**src/rtl/mul_issue_sched_pkg.sv**
```systemverilog
// Shared core definitions for the multiply/divide issue scheduler.
// Holds the op-class decode and the divider stall threshold default.
package mul_issue_sched_pkg;

  localparam int DIV_STALL_DEF = 40;
  localparam int CTL_CLS_HI    = 5;
  localparam int CTL_CLS_LO    = 0;

  // Divide ops carry zeros in both class bits; all else is mul/bitop.
  function automatic logic is_div(input logic c_hi, input logic c_lo);
    return !c_hi && !c_lo;
  endfunction

endpackage

```
**src/rtl/mul_issue_sched_rr_pick.sv**
```systemverilog
// Round-robin picker: first requester at or after the pointer wins.
// Grant is one-hot, or all-zero when nothing requests.
module rr_pick #(
  parameter int NREQ = 2,
  parameter int PW   = 1
) (
  input  logic [NREQ-1:0] req_i,
  input  logic [PW-1:0]   ptr_i,
  output logic [NREQ-1:0] gnt_o
);

  int   idx;
  logic found;

  always_comb begin
    gnt_o = '0;
    found = 1'b0;
    idx   = 0;
    for (int k = 0; k < NREQ; k++) begin
      idx = int'(ptr_i) + k;
      if (idx >= NREQ) idx = idx - NREQ;
      if (!found && req_i[idx]) begin
        gnt_o[idx] = 1'b1;
        found      = 1'b1;
      end
    end
  end

endmodule

```
**src/rtl/mul_issue_sched.sv**
```systemverilog
// Issue scheduler feeding the shared multiply/divide unit from
// per-requester one-entry buffers, with divider back-pressure.
module mul_issue_sched
  import mul_issue_sched_pkg::*;
#(
  parameter int NREQ       = 2,
  parameter int RV         = 64,
  parameter int CNTRL_SIZE = 7,
  parameter int NCOMMIT    = 32,
  parameter int LNCOMMIT   = 5,
  parameter int NHART      = 1,
  parameter int LNHART     = 0,
  parameter int DIV_STALL  = DIV_STALL_DEF,
  localparam int HW  = (NHART == 1) ? 1 : LNHART,
  localparam int RRW = (NREQ > 1) ? $clog2(NREQ) : 1
) (
  input  logic                             clk,
  input  logic                             reset_n,
  input  logic [NREQ-1:0]                  req_valid,
  output logic [NREQ-1:0]                  req_ready,
  input  logic [NREQ-1:0][CNTRL_SIZE-1:0]  req_control,
  input  logic [NREQ-1:0][LNCOMMIT-1:0]    req_rd,
  input  logic [NREQ-1:0]                  req_makes_rd,
  input  logic [NREQ-1:0][HW-1:0]          req_hart,
  input  logic [NREQ-1:0][RV-1:0]          req_r1,
  input  logic [NREQ-1:0][RV-1:0]          req_r2,
  input  logic [NCOMMIT-1:0]               commit_kill_0,
  input  logic                             divide_busy,
  output logic                             mul_enable,
  output logic [CNTRL_SIZE-1:0]            mul_control,
  output logic [LNCOMMIT-1:0]              mul_rd,
  output logic                             mul_makes_rd,
  output logic [HW-1:0]                    mul_hart,
  output logic [RV-1:0]                    mul_r1,
  output logic [RV-1:0]                    mul_r2
);

  localparam int CW = $clog2(DIV_STALL + 1);
  localparam logic [CW-1:0] STALL = CW'(DIV_STALL);

  logic [NREQ-1:0]       v_q;
  logic [CNTRL_SIZE-1:0] ctl_q  [NREQ];
  logic [LNCOMMIT-1:0]   rd_q   [NREQ];
  logic [NREQ-1:0]       mrd_q;
  logic [HW-1:0]         hart_q [NREQ];
  logic [RV-1:0]         r1_q   [NREQ];
  logic [RV-1:0]         r2_q   [NREQ];

  logic [RRW-1:0] rr_q;
  logic           shadow_q;
  logic [CW-1:0]  cnt_q;
  logic [RV-1:0]  op1_q, op2_q;

  logic [NREQ-1:0] kill, dv, elig, gnt;
  logic            div_blk, mul_blk, any;
  logic [RRW-1:0]  win_idx, rr_d;
  logic            win_div;
  logic [CNTRL_SIZE-1:0] win_ctl;
  logic [LNCOMMIT-1:0]   win_rd;
  logic                  win_mrd;
  logic [HW-1:0]         win_hart;
  logic [RV-1:0]         win_r1, win_r2;

  assign div_blk = divide_busy | shadow_q;
  assign mul_blk = (cnt_q == STALL);

  always_comb begin
    kill = '0;
    dv   = '0;
    elig = '0;
    for (int i = 0; i < NREQ; i++) begin
      kill[i] = v_q[i] & commit_kill_0[rd_q[i]];
      dv[i]   = is_div(ctl_q[i][CTL_CLS_HI], ctl_q[i][CTL_CLS_LO]);
      elig[i] = v_q[i] & ~kill[i] & (dv[i] ? ~div_blk : ~mul_blk);
    end
  end

  rr_pick #(
    .NREQ (NREQ),
    .PW   (RRW)
  ) u_pick (
    .req_i (elig),
    .ptr_i (rr_q),
    .gnt_o (gnt)
  );

  always_comb begin
    any      = |gnt;
    win_idx  = '0;
    win_div  = 1'b0;
    win_ctl  = '0;
    win_rd   = '0;
    win_mrd  = 1'b0;
    win_hart = '0;
    win_r1   = '0;
    win_r2   = '0;
    for (int i = 0; i < NREQ; i++) begin
      if (gnt[i]) begin
        win_idx  = RRW'(i);
        win_div  = dv[i];
        win_ctl  = ctl_q[i];
        win_rd   = rd_q[i];
        win_mrd  = mrd_q[i];
        win_hart = hart_q[i];
        win_r1   = r1_q[i];
        win_r2   = r2_q[i];
      end
    end
    rr_d = (win_idx == RRW'(NREQ - 1)) ? '0 : win_idx + RRW'(1);
  end

  // A dropped or granted entry frees its slot in the same cycle.
  assign req_ready = ~v_q | gnt | kill;

  always_ff @(posedge clk or negedge reset_n) begin
    if (!reset_n) begin
      v_q   <= '0;
      mrd_q <= '0;
      for (int i = 0; i < NREQ; i++) begin
        ctl_q[i]  <= '0;
        rd_q[i]   <= '0;
        hart_q[i] <= '0;
        r1_q[i]   <= '0;
        r2_q[i]   <= '0;
      end
    end else begin
      for (int i = 0; i < NREQ; i++) begin
        if (req_valid[i] && req_ready[i]) begin
          v_q[i]    <= 1'b1;
          ctl_q[i]  <= req_control[i];
          rd_q[i]   <= req_rd[i];
          mrd_q[i]  <= req_makes_rd[i];
          hart_q[i] <= req_hart[i];
          r1_q[i]   <= req_r1[i];
          r2_q[i]   <= req_r2[i];
        end else if (gnt[i] || kill[i]) begin
          v_q[i] <= 1'b0;
        end
      end
    end
  end

  always_ff @(posedge clk or negedge reset_n) begin
    if (!reset_n) begin
      rr_q         <= '0;
      shadow_q     <= 1'b0;
      cnt_q        <= '0;
      mul_enable   <= 1'b0;
      mul_control  <= '0;
      mul_rd       <= '0;
      mul_makes_rd <= 1'b0;
      mul_hart     <= '0;
      op1_q        <= '0;
      op2_q        <= '0;
      mul_r1       <= '0;
      mul_r2       <= '0;
    end else begin
      shadow_q   <= any & win_div;
      mul_enable <= any;
      if (!divide_busy)      cnt_q <= '0;
      else if (cnt_q != STALL) cnt_q <= cnt_q + CW'(1);
      if (any) begin
        rr_q         <= rr_d;
        mul_control  <= win_ctl;
        mul_rd       <= win_rd;
        mul_makes_rd <= win_mrd;
        mul_hart     <= win_hart;
        op1_q        <= win_r1;
        op2_q        <= win_r2;
      end
      // Operands trail the issue fields by one cycle.
      if (mul_enable) begin
        mul_r1 <= op1_q;
        mul_r2 <= op2_q;
      end
    end
  end

endmodule

```
**config.mk**
```make
export PLATFORM = sky130hd
export DESIGN_NAME = mul_issue_sched
export DESIGN_NICKNAME = d
export VERILOG_FILES = /design/src/rtl/mul_issue_sched_pkg.sv /design/src/rtl/mul_issue_sched_rr_pick.sv /design/src/rtl/mul_issue_sched.sv
export SDC_FILE = /design/constraint.sdc
export NUM_CORES = 1
export LEC_CHECK = 0
export CAP_MARGIN = 20
export CORE_ASPECT_RATIO = 1.1
export CORE_MARGIN = 3
export CORE_UTILIZATION = 55
export DETAILED_ROUTE_END_ITERATION = 16
export MAX_ROUTING_LAYER = met4
export PLACE_DENSITY = 0.8
export SYNTH_ARGS = -nofsm -noshare
export SYNTH_HDL_FRONTEND = slang
export SYNTH_HIERARCHICAL = 1
export SYNTH_SLANG_ARGS = --single-unit
```
**constraint.sdc**
```tcl
create_clock -name clk -period 9.1 [get_ports clk]
set_input_delay 0.91 -clock clk [delete_from_list [all_inputs] [get_ports clk]]
set_output_delay 0.91 -clock clk [all_outputs]
set_load 0.02 [all_outputs]
```
==> impl_metrics.toml <==
[synthesis]
synth.avg_cell_area_um2 = 11.3
synthArstFlopShare_pct = 100
seq_area_frac_synth_pct = 50.0
synth_edf_count = 0
postSynthCellCount = 2497
synth_seq_cells = 565
synth_cell_types = 45
synthFlopType = "dfrtp_1"
syn_area_um2 = 28300
yosysWarnings = 6
syn_nets = 2820

[pwr]
p_sw_share_pct = 41.8
p_per_area_nw_per_um2 = 429
cellLeakagePower_uw = 0.0146
p_seq_share_pct = 32.1
total_power_uw = 15000
ir_drop_mv = 0.611
p_clk_share_pct = 15.9
p_int_uw = 8750
p_sw_uw = 6290
power_frac_comb_pct = 52.0

[layout]
layout.nets = 3113
final_util_pct = 69.4
stdcell_count = 3534
nFillCells = 3694
syn_to_final_growth_pct = 24.0
drive_above_1_share_pct = 17.6

[detailed_routing]
drt_iter0_drc = 1994
viasPerCell = 6.35
num_vias = 22451
first_pass_iters = 6
drc_errors = 0
ant_nets = 0
drt-total-wl_um = 84100
wl_per_cell_um = 23.8

[critical_path]
arrival_ns = 5.73
crit_type = "reg2out"
critPathSlowestCell = "and3_4"
cp_top_family = "simple AND/OR/NAND/NOR gates"
critPathBufInv = 2
path_max_fanout = 83
endpoint_kind = "output pin"
timing.critical_path.required_ns = 8.19
cp-start-kind = "flip-flop"
crit_chain = "buf_16 -> mux2i_1 -> a22oi_1 -> and3_4 -> or3_4 -> nor3_1 -> a21boi_4 -> or3_1 -> clkdlybuf4s50_1"
cpPeakStageDelay_ns = 0.93
r2r_slack_ns = 2.77

[global_routing]
grt_pass1_wl_um = 131000
antenna_found_initial = 34
grt-ovfl-total = 0
grt_max_degree = 307
grt_usage_pct = 31.1
grt_pass1_vias = 23242

[die]
rows = 86
start_util_pct = 56.0
die_y_um = 244
die_area_um2 = 54200
core_area_um2 = 50500
fp.dieW_um = 222
io_pins = 466

[clock_network]
cts_setup_buffers = 0
ctsHoldBuffers = 0
clk_latency_ns = 0.65
cts_made_buffers = 59
cts_root_buffer = "clkbuf_16"
numClockSinks = 565
cts_tree = "built"
clk_pin_slew_ns = 0.06
h-tree-depth = 2
cts_resized = 0
clock_path_buffers = 3

[sta]
hold_viol_final = 0
whs_ns = 0.271
period_share_pct = 73.0
worst_pin_slew_ns = 1.32
final.min_clock_period_ns = 6.64
fin_setup_tns_ns = 0
setup_violations = 0
maxSlewViolCount = 0
fmax_mhz = 151
slew_headroom_pct = 12.2
rsz0062_at_grt = "false"
skew_ns = 0.0287

[flow_run]
drv_cap = 0

[placed_design]
place_inst = 3385
port_buffers = 465
dp_hpwl_um = 53000
gp_congestion = 0.834

[worst_hold_path]
hold_class = "in2async"

[run_status]
status = "finished, final reports clean"
## Yosys cell counts, drive strengths merged, types with 3 or more instances
master,n,area share [%]
dfrtp,565,50
mux2,269,11
clkbuf,201,2.7
mux2i,171,6.1
nand2,153,2.0
and2,147,3.3
o21ai,147,2.6
and3,146,3.2
o31ai,144,3.9
o211ai,143,3.8
a221oi,142,4.4
or3b,140,4.3
buf,57,1.3
nor2,11,0.15
inv,8,0.11
nand3,6,0.11
nor2b,6,0.13
a22oi,5,0.13
a21oi,4,0.071
xnor2,4,0.12
nand4,3,0.066
or3,3,0.066
## cells in the final DEF (no fill, tap or decap), types with 3 or more instances in the layout
| cell type | n |
|---|---|
| nand4_1 | 3 |
| nor2_1 | 11 |
| clkbuf_8 | 11 |
| mux2_1 | 44 |
| clkinv_2 | 12 |
| mux2_2 | 225 |
| o21ai_0 | 147 |
| inv_1 | 7 |
| clkbuf_16 | 59 |
| nand2_1 | 153 |
| nor2b_1 | 6 |
| and3_1 | 143 |
| a22oi_1 | 5 |
| o211ai_1 | 142 |
| and3_4 | 3 |
| dfrtp_1 | 564 |
| a21oi_1 | 4 |
| clkdlybuf4s50_1 | 463 |
| diode_2 | 38 |
| clkbuf_1 | 15 |
| buf_4 | 15 |
| buf_12 | 5 |
| xnor2_1 | 4 |
| mux2i_1 | 171 |
| buf_16 | 5 |
| o31ai_1 | 143 |
| nand3_1 | 6 |
| or3b_2 | 140 |
| a221oi_1 | 142 |
| and2_1 | 147 |
## cells by family (layout without fill, tap and decap cells)
| family | after synthesis | in the layout | share of synthesized area, % |
|---|---|---|---|
| DFF | 565 | 565 | 50.0 |
| adders and majority gates | 2 | 2 | 0.0885 |
| muxes | 442 | 442 | 16.9 |
| other | 0 | 38 | 0 |
| AOI/OAI and AO/OA | 598 | 598 | 15.3 |
| xor gates and xnor gates | 4 | 4 | 0.124 |
| and+or+nand+nor | 620 | 620 | 13.5 |
| buffers and inverters | 266 | 605 | 4.06 |
## layout make-up
class                           instances  area, um2  share of cell area (%)
Antenna cell                           38       95.1                   0.271
Clock buffer                           85       1680                    4.81
Clock inverter                         22        214                   0.611
Inverter                                8       32.5                  0.0928
Multi-Input combinational cell       1666      13000                    37.2
Sequential cell                       565      14100                    40.4
Tap cell                              660        826                    2.36
Timing Repair Buffer                  490       5010                    14.3
## path summary, 6_finish.rpt
| kind | start | to | cells past startpoint |
|---|---|---|---|
| worst min register to register | r1_q[69]$_DFFE_PN0P_ | r1_q[69]$_DFFE_PN0P_ | 1 |
| worst min-delay path | reset_n | mul_r2[8]$_DFFE_PN0P_ | 1 |
| worst max register to register | rd_q[0]$_DFFE_PN0P_ | op1_q[18]$_DFFE_PN0P_ | 11 |
| worst max-delay path | rd_q[0]$_DFFE_PN0P_ | req_ready[1] | 9 |
| max in group asynchronous | reset_n | mul_r1[9]$_DFFE_PN0P_ | 3 |
| min in group clk | r1_q[69]$_DFFE_PN0P_ | r1_q[69]$_DFFE_PN0P_ | 1 |
## power groups by stage
| stage | Clock, uW | Sequential, uW | Combinational [uW] |
|---|---|---|---|
| 6_report | 2390 | 4830 | 7810 |
| 5_1_grt | 2530 | 4980 | 8490 |
| 4_1_cts | 2430 | 4850 | 7720 |
| 3_5_place_dp | 0 | 4860 | 7690 |
| 3_3_place_gp | 0 | 4790 | 7390 |
| 2_1_floorplan | 0 | 4850 | 5350 |
## through the flow
| step | instance area, um2 | worst slack [ns] |
|---|---|---|
| floorplan | 28300 | 4.46 |
| global placement | 32900 | 2.60 |
| detailed placement | 32900 | 2.46 |
| CTS | 34800 | 2.20 |
| global route | 35000 | 2.38 |
| finish | 35000 | 2.46 |
## state kept, by name (all words and copies together), names as in the netlist, 10 cells and up
signal  count
op1_q      64
mul_r2     64
r1_q      128
rd_q       10
op2_q      64
mul_r1     64
r2_q      128
ctl_q      14
## layer usage
metal | GRT usage [%] | wire length (um) | part of all wire (%) | vias up
met1 | 38.8 | 33800 | 40 | 11453
li1 | - | - | - | 9977
met2 | 49.2 | 40500 | 48 | 858
met4 | 11.9 | 3000 | 3.6 | 0
met3 | 7.66 | 6740 | 8.0 | 163
met5 | - | 0 | 0 | -
No activity file was read; power rests on OpenSTA's default activity.
